[src/rtl/temp_poll_seq.sv]
// temp_poll_seq: polls an I2C temperature sensor through an external I2C master.
// The sensor gets one config write when enabled, then a register read every POLL_DIV+1
// cycles. Failed transactions are retried up to MAX_RETRY times. A timeout, or running
// out of retries, parks the block in a sticky FAULT state until enable is dropped.
module temp_poll_seq #(
  parameter int         POLL_DIV  = 1000,
  parameter int         TIMEOUT   = 4095,
  parameter int         MAX_RETRY = 3,
  parameter logic [7:0] CFG_DATA  = 8'h20
) (
  input  logic       CLK,
  input  logic       RES,
  input  logic       enable,
  input  logic [2:0] dev_adr,
  input  logic       i2c_end,
  input  logic [7:0] temp_input,
  input  logic [3:0] temp_error,
  output logic       start,
  output logic       rw,
  output logic [2:0] adr,
  output logic [7:0] temp_reg_d1,
  output logic [7:0] temp_output_d2,
  output logic [7:0] temp_value,
  output logic       temp_valid,
  output logic       busy,
  output logic       fault,
  output logic [1:0] retry_cnt
);

  localparam int WAIT_W = (TIMEOUT > 1) ? $clog2(TIMEOUT + 1) : 1;
  localparam int POLL_W = (POLL_DIV > 1) ? $clog2(POLL_DIV + 1) : 1;

  // The wait counter holds (wait cycles so far - 1), so this value marks the last
  // permitted wait cycle.
  localparam logic [WAIT_W-1:0] WAIT_LAST = WAIT_W'(TIMEOUT - 1);
  // The period counter runs POLL_LOAD..0, giving POLL_DIV cycles in PERIOD.
  localparam logic [POLL_W-1:0] POLL_LOAD = POLL_W'(POLL_DIV - 1);
  localparam logic [1:0]        RETRY_MAX = 2'(MAX_RETRY);

  // Sensor register pointers and the read-side data byte.
  localparam logic [7:0] REG_TEMP   = 8'h00;
  localparam logic [7:0] REG_CONFIG = 8'h01;
  localparam logic [7:0] DATA_NONE  = 8'h00;

  typedef enum logic [2:0] {
    IDLE     = 3'd0,
    CFG_GO   = 3'd1,
    CFG_WAIT = 3'd2,
    PERIOD   = 3'd3,
    RD_GO    = 3'd4,
    RD_WAIT  = 3'd5,
    FAULT    = 3'd6
  } state_t;

  state_t            state_r;
  logic [3:0]        err_snap_r;
  logic [WAIT_W-1:0] wait_cnt_r;
  logic [POLL_W-1:0] poll_cnt_r;

  logic end_good_s;
  logic timeout_s;
  logic can_retry_s;
  logic in_read_s;

  // The address is a plain pass-through of the device strap bits.
  assign adr = dev_adr;

  // A transaction is good when the master's error counter did not move while it ran.
  assign end_good_s  = (temp_error == err_snap_r);
  assign timeout_s   = (wait_cnt_r >= WAIT_LAST);
  assign can_retry_s = (retry_cnt < RETRY_MAX);
  assign in_read_s   = (state_r == RD_WAIT);

  // Polling FSM together with all registered outputs and counters.
  always_ff @(posedge CLK or posedge RES) begin
    if (RES) begin
      state_r        <= IDLE;
      err_snap_r     <= 4'd0;
      wait_cnt_r     <= '0;
      poll_cnt_r     <= '0;
      start          <= 1'b0;
      rw             <= 1'b0;
      temp_reg_d1    <= 8'h00;
      temp_output_d2 <= 8'h00;
      temp_value     <= 8'h00;
      temp_valid     <= 1'b0;
      busy           <= 1'b0;
      fault          <= 1'b0;
      retry_cnt      <= 2'd0;
    end else begin
      // start and temp_valid are single-cycle pulses; they only rise on the
      // transitions that explicitly request them below.
      start      <= 1'b0;
      temp_valid <= 1'b0;

      case (state_r)
        IDLE: begin
          // A stray i2c_end here is simply ignored.
          if (enable) begin
            state_r        <= CFG_GO;
            busy           <= 1'b1;
            start          <= 1'b1;
            rw             <= 1'b0;
            temp_reg_d1    <= REG_CONFIG;
            temp_output_d2 <= CFG_DATA;
          end
        end

        CFG_GO: begin
          // start is high during this cycle; snapshot the error counter so
          // that only errors raised by this transaction are counted.
          err_snap_r <= temp_error;
          wait_cnt_r <= '0;
          state_r    <= CFG_WAIT;
        end

        RD_GO: begin
          err_snap_r <= temp_error;
          wait_cnt_r <= '0;
          state_r    <= RD_WAIT;
        end

        CFG_WAIT, RD_WAIT: begin
          wait_cnt_r <= wait_cnt_r + WAIT_W'(1);
          // i2c_end wins over a timeout that falls in the same cycle.
          if (i2c_end) begin
            if (end_good_s) begin
              retry_cnt  <= 2'd0;
              poll_cnt_r <= POLL_LOAD;
              state_r    <= PERIOD;
              if (in_read_s) begin
                temp_value <= temp_input;
                temp_valid <= 1'b1;
              end
            end else if (can_retry_s) begin
              // rw / register / data still hold the values loaded on entry
              // to this GO state, so a retry only has to reissue start.
              retry_cnt <= retry_cnt + 2'd1;
              start     <= 1'b1;
              state_r   <= in_read_s ? RD_GO : CFG_GO;
            end else begin
              fault   <= 1'b1;
              busy    <= 1'b0;
              state_r <= FAULT;
            end
          end else if (timeout_s) begin
            // A master that never answers is not worth retrying.
            fault   <= 1'b1;
            busy    <= 1'b0;
            state_r <= FAULT;
          end
        end

        PERIOD: begin
          // enable is only honoured between transactions, never mid-transfer.
          if (!enable) begin
            state_r   <= IDLE;
            busy      <= 1'b0;
            fault     <= 1'b0;
            retry_cnt <= 2'd0;
          end else if (poll_cnt_r == '0) begin
            state_r        <= RD_GO;
            start          <= 1'b1;
            rw             <= 1'b1;
            temp_reg_d1    <= REG_TEMP;
            temp_output_d2 <= DATA_NONE;
          end else begin
            poll_cnt_r <= poll_cnt_r - POLL_W'(1);
          end
        end

        FAULT: begin
          // Sticky until the host withdraws enable.
          if (!enable) begin
            state_r   <= IDLE;
            busy      <= 1'b0;
            fault     <= 1'b0;
            retry_cnt <= 2'd0;
          end
        end

        default: begin
          state_r <= IDLE;
          busy    <= 1'b0;
          start   <= 1'b0;
        end
      endcase
    end
  end

endmodule

[config.mk]
export PLATFORM = sky130hd
export DESIGN_NAME = temp_poll_seq
export DESIGN_NICKNAME = d
export VERILOG_FILES = /design/src/rtl/temp_poll_seq.sv
export SDC_FILE = /design/constraint.sdc
export NUM_CORES = 1
export LEC_CHECK = 0
export BUFFER_PORTS_ARGS = -buffer_cell sky130_fd_sc_hd__buf_4
export CORE_MARGIN = 1.5
export CORE_UTILIZATION = 40
export CTS_CLUSTER_SIZE = 25
export DETAILED_ROUTE_END_ITERATION = 8
export GPL_ROUTABILITY_DRIVEN = 0
export GPL_TIMING_DRIVEN = 0
export HOLD_SLACK_MARGIN = 0.12
export PLACE_DENSITY = 0.57
export SLEW_MARGIN = 20
export SYNTH_ARGS = -nofsm -noshare
export SYNTH_HDL_FRONTEND = slang
export SYNTH_SLANG_ARGS = --single-unit
[constraint.sdc]
create_clock -name CLK -period 2.42 [get_ports CLK]
set_input_delay 0.484 -clock CLK [delete_from_list [all_inputs] [get_ports CLK]]
set_output_delay 0.484 -clock CLK [all_outputs]
set_load 0.05 [all_outputs]
==> report_table.html <==
<table>
<tr><th>Metric</th><th>Value</th></tr>
<tr><th colspan="2">Synth</th></tr>
<tr><td>Number of flops mapped to enable cells by yosys</td><td>0</td></tr>
<tr><td>Synth Area in Adders</td><td>0.0196</td></tr>
<tr><td>Cell variety after synth</td><td>50</td></tr>
<tr><td>Xor/xnor cell area share of the yosys netlist</td><td>0.0583</td></tr>
<tr><td>Number of flip-flops and latches in the synthesized netlist</td><td>45</td></tr>
<tr><td>Leading cell type by number of instances after synthesis</td><td>sky130_fd_sc_hd__dfrtp_1</td></tr>
<tr><td>Cell type contributing the most total cell area after synthesis</td><td>sky130_fd_sc_hd__dfrtp_1</td></tr>
<tr><td>Fraction of registers with async set/reset</td><td>1.00</td></tr>
<tr><td>Fraction of synthesized cell area taken by the top area cell type</td><td>0.441</td></tr>
<tr><td>Post-synthesis cell area</td><td>2550 um^2</td></tr>
<tr><td>Number of warnings reported in the yosys synthesis log</td><td>0</td></tr>
<tr><td>Portion of the post-synthesis area used by sequential elements</td><td>0.441</td></tr>
<tr><td>Dominant combinational cell family by area after synthesis</td><td>simple AND/OR/NAND/NOR gates</td></tr>
<tr><td>Most used flip-flop cell after synthesis</td><td>sky130_fd_sc_hd__dfrtp_1</td></tr>
<tr><td>Cells after synthesis</td><td>268</td></tr>
<tr><td>Most common library cells after synthesis</td><td>sky130_fd_sc_hd__dfrtp_1, sky130_fd_sc_hd__nand2_1, sky130_fd_sc_hd__buf_4</td></tr>
<tr><td>Synth top area cells</td><td>sky130_fd_sc_hd__dfrtp_1, sky130_fd_sc_hd__nand2_1, sky130_fd_sc_hd__buf_4</td></tr>
<tr><td>Mux share of post-synthesis cell area</td><td>0.0637</td></tr>
<tr><td>Post-synthesis area per instance</td><td>9.53 um^2</td></tr>
<tr><td>Post-synthesis compound-gate area fraction</td><td>0.0984</td></tr>
<tr><td>Basic-gate share of the synthesized area counting and, or, nand and nor cells</td><td>0.221</td></tr>
<tr><th colspan="2">Clock network</th></tr>
<tr><td>Number of setup buffers added after CTS</td><td>0</td></tr>
<tr><td>CTS root buffer</td><td>sky130_fd_sc_hd__clkbuf_8</td></tr>
<tr><td>Sinks on the clock net</td><td>45</td></tr>
<tr><td>Clock tree from TritonCTS</td><td>built</td></tr>
<tr><td>Number of gates resized after cts</td><td>0</td></tr>
<tr><td>Maximum level of the CTS H-tree</td><td>2</td></tr>
<tr><td>Reg clk slew, reported paths</td><td>0.09 ns</td></tr>
<tr><td>Clock latency on the worst-skew pair</td><td>0.30 ns</td></tr>
<tr><td>Cts-stage hold buffer count</td><td>0</td></tr>
<tr><td>Buffer levels on the longest clock path</td><td>2</td></tr>
<tr><td>Clock buffers created by TritonCTS</td><td>5</td></tr>
<tr><th colspan="2">Final layout</th></tr>
<tr><td>Final-stage net count</td><td>345</td></tr>
<tr><td>Cell Count, Final, Fillers Out</td><td>398</td></tr>
<tr><td>Fraction of final layout cells sized beyond drive strength 1</td><td>0.260</td></tr>
<tr><td>Inserted Diodes</td><td>0</td></tr>
<tr><td>Synthesis-to-finish area growth</td><td>19.8%</td></tr>
<tr><td>Final core utilization</td><td>0.505</td></tr>
<tr><td>Post-route cell area</td><td>3060 um^2</td></tr>
<tr><th colspan="2">STA</th></tr>
<tr><td>Final Worst Setup Slack</td><td>0.305 ns</td></tr>
<tr><td>Ratio of final minimum period to clock period</td><td>0.874</td></tr>
<tr><td>Setup-violating endpoint count in the final report</td><td>0</td></tr>
<tr><td>Tightest hold margin</td><td>0.178 ns</td></tr>
<tr><td>Relative slew slack</td><td>0.666</td></tr>
<tr><td>Final Slew Violations</td><td>0</td></tr>
<tr><td>Sum of negative setup slack</td><td>0 ns</td></tr>
<tr><td>Final hold viol count</td><td>0</td></tr>
<tr><td>Timing-limited maximum frequency</td><td>0.473 GHz</td></tr>
<tr><td>Setup clock skew after layout</td><td>0.00459 ns</td></tr>
<tr><td>Setup repair after global routing missed its margin</td><td>false</td></tr>
<tr><td>Minimum clock period</td><td>2.11 ns</td></tr>
<tr><td>Pin slew with the least headroom to its limit</td><td>0.498 ns</td></tr>
<tr><th colspan="2">Global routing</th></tr>
<tr><td>Residual overflow from global routing</td><td>0</td></tr>
<tr><td>Fraction of met1 tracks used by global routing</td><td>0.223</td></tr>
<tr><td>Met3 routing resource usage after global routing</td><td>0.0298</td></tr>
<tr><td>Antenna violations before repair</td><td>0</td></tr>
<tr><td>GRT Util Overall</td><td>0.157</td></tr>
<tr><td>Via count of the first global-routing pass</td><td>1933</td></tr>
<tr><td>Pin count of the biggest net entering global routing</td><td>28</td></tr>
<tr><td>Wire length of the first global-routing pass</td><td>9.06 mm</td></tr>
<tr><td>Met2 track demand over resource</td><td>0.248</td></tr>
<tr><td>Busiest metal layer after global routing</td><td>met2</td></tr>
<tr><th colspan="2">Critical path</th></tr>
<tr><td>Required time of the critical path</td><td>2.60 ns</td></tr>
<tr><td>Kind of start point of the critical path</td><td>flip-flop</td></tr>
<tr><td>Critical-path maximum fanout</td><td>10</td></tr>
<tr><td>Kind of end point of the critical path</td><td>flip-flop</td></tr>
<tr><td>Path type of the worst setup path</td><td>flip-flop to flip-flop</td></tr>
<tr><td>Arrival time worst endpoint</td><td>2.30 ns</td></tr>
<tr><td>Highest-delay cell along the critical path</td><td>sky130_fd_sc_hd__nor4_4</td></tr>
<tr><td>Critical path, cell by cell</td><td>xor2_1, nor4_4, and3_1, and3_1, buf_6, mux2_2</td></tr>
<tr><td>Most frequent cell on the critical path</td><td>sky130_fd_sc_hd__and3_1</td></tr>
<tr><td>Crit path largest cell delay</td><td>0.52 ns</td></tr>
<tr><th colspan="2">Power</th></tr>
<tr><td>Power density normalized to cell area</td><td>1190 nW/um^2</td></tr>
<tr><td>Worst IR Drop VDD</td><td>0.525 mV</td></tr>
<tr><td>Tot Pwr</td><td>3.65 mW</td></tr>
<tr><td>Leakage</td><td>1.53 nW</td></tr>
<tr><th colspan="2">Flow run</th></tr>
<tr><td>Max Cap Violations</td><td>0</td></tr>
<tr><th colspan="2">Route</th></tr>
<tr><td>Average via count per standard cell</td><td>4.91</td></tr>
<tr><td>Drt first-iter violations</td><td>95</td></tr>
<tr><td>First-pass iteration count of the detailed router</td><td>4</td></tr>
<tr><td>Detail Route Antenna Nets</td><td>0</td></tr>
<tr><td>Wirelength per Cell</td><td>12.7 um</td></tr>
<tr><td>Overall routed net length</td><td>5.04 mm</td></tr>
<tr><td>DRC violations left</td><td>0</td></tr>
<tr><td>Total via count after detailed routing</td><td>1953</td></tr>
<tr><th colspan="2">Placed design</th></tr>
<tr><td>Placed inst area</td><td>2970 um^2</td></tr>
<tr><td>Final HPWL from detailed placement</td><td>3.70 mm</td></tr>
<tr><td>Number of placed cells counting well taps</td><td>390</td></tr>
<tr><td># port buffers</td><td>33</td></tr>
<tr><td>Worst setup slack before clock tree synthesis</td><td>0.0999 ns</td></tr>
<tr><th colspan="2">Floorplan</th></tr>
<tr><td>Total Die Area</td><td>6880 um^2</td></tr>
<tr><td>Die Height</td><td>82.9 um</td></tr>
<tr><td>I/O pins</td><td>53</td></tr>
<tr><td>Starting utilization of the core area</td><td>0.422</td></tr>
<tr><td>Core Footprint</td><td>6060 um^2</td></tr>
<tr><td>Overall die width</td><td>82.9 um</td></tr>
<tr><td>Floorplan row count</td><td>28</td></tr>
<tr><th colspan="2">Outcome</th></tr>
<tr><td>Run status</td><td>complete, no violations</td></tr>
<tr><th colspan="2">Worst hold path</th></tr>
<tr><td>Hold crit path type</td><td>primary input to async pin</td></tr>
</table>
-- layout by cell type, fill, tap and decap left out, drive strengths merged, types with 2 or more instances in the layout --
cell     n
nand3b   2
nand4    3
or3      2
o21ai   15
and3     3
nor4     3
xnor2    2
and2     4
conb    14
nor2b    2
a31oi    5
buf     58
clkinv   2
mux2    10
ha       4
nand2b   5
dfrtp   45
or3b     2
nand2   40
nor3     6
nor2    11
clkbuf  11
inv     11
nand3   14
mux2i    5
xor2    15
a21oi    9
nor3b    5
nand4b   2
-- flip-flops by register name, summed over array words and instances (netlist names) --
register,count
retry_cnt,2
wait_cnt_r,12
rw,1
state_r,3
err_snap_r,4
start,1
fault,1
temp_valid,1
busy,1
temp_value,8
temp_output_d2,1
poll_cnt_r,10
-- report_power, final --
group	internal (mW)	switching, mW
clock network	0.232	0.260
logic	0.711	1.24
registers	1.01	0.201
-- layout make-up --
cell class	instances	area [um^2]
clock inverter	2	13.8
clock buffer	6	82.6
multi-input combinational	196	1230
sequential	45	1130
inverter	11	41.3
timing repair buffer	34	268
buffer	29	205
fill	592	3000
tap	75	93.8
-- cell families after synthesis --
| kind of cell | count (synthesis) |
|---|---|
| AOI/OAI and AO/OA | 41 |
| xor gates and xnor gates | 17 |
| adders and majority gates | 4 |
| buffers and inverters | 40 |
| DFF | 45 |
| muxes | 15 |
| other | 1 |
| and+or+nand+nor | 105 |
-- path summary, 6_finish.rpt --
path	from	end	slack, ns	cells past startpoint
setup / recovery	err_snap_r[0]	temp_value[7]	0.31	6
hold / removal	RES	temp_value[2]	0.18	2
setup reg to reg	err_snap_r[0]	temp_value[7]	0.31	6
hold reg to reg	wait_cnt_r[8]	wait_cnt_r[8]	0.49	1
max in group asynchronous	RES	wait_cnt_r[1]	1.76	3
min in group CLK	temp_error[3]	err_snap_r[3]	0.39	3
-- layer usage --
| metal | wire length [um] | vias up |
|---|---|---|
| met5 | 0 | - |
| met1 | 2450 | 909 |
| li1 | - | 994 |
| met2 | 2350 | 45 |
| met3 | 200 | 5 |
| met4 | 40 | 0 |
-- critical path: cells and delay by family (launching register included) --
family / cells / cell delay [ns]
AND/OR/NAND/NOR: 3 / 0.94
flip-flops: 1 / 0.39
multiplexers: 1 / 0.34
XOR/XNOR: 1 / 0.18
buffers and inverters: 1 / 0.15
No activity file was read; power rests on OpenSTA's default activity.
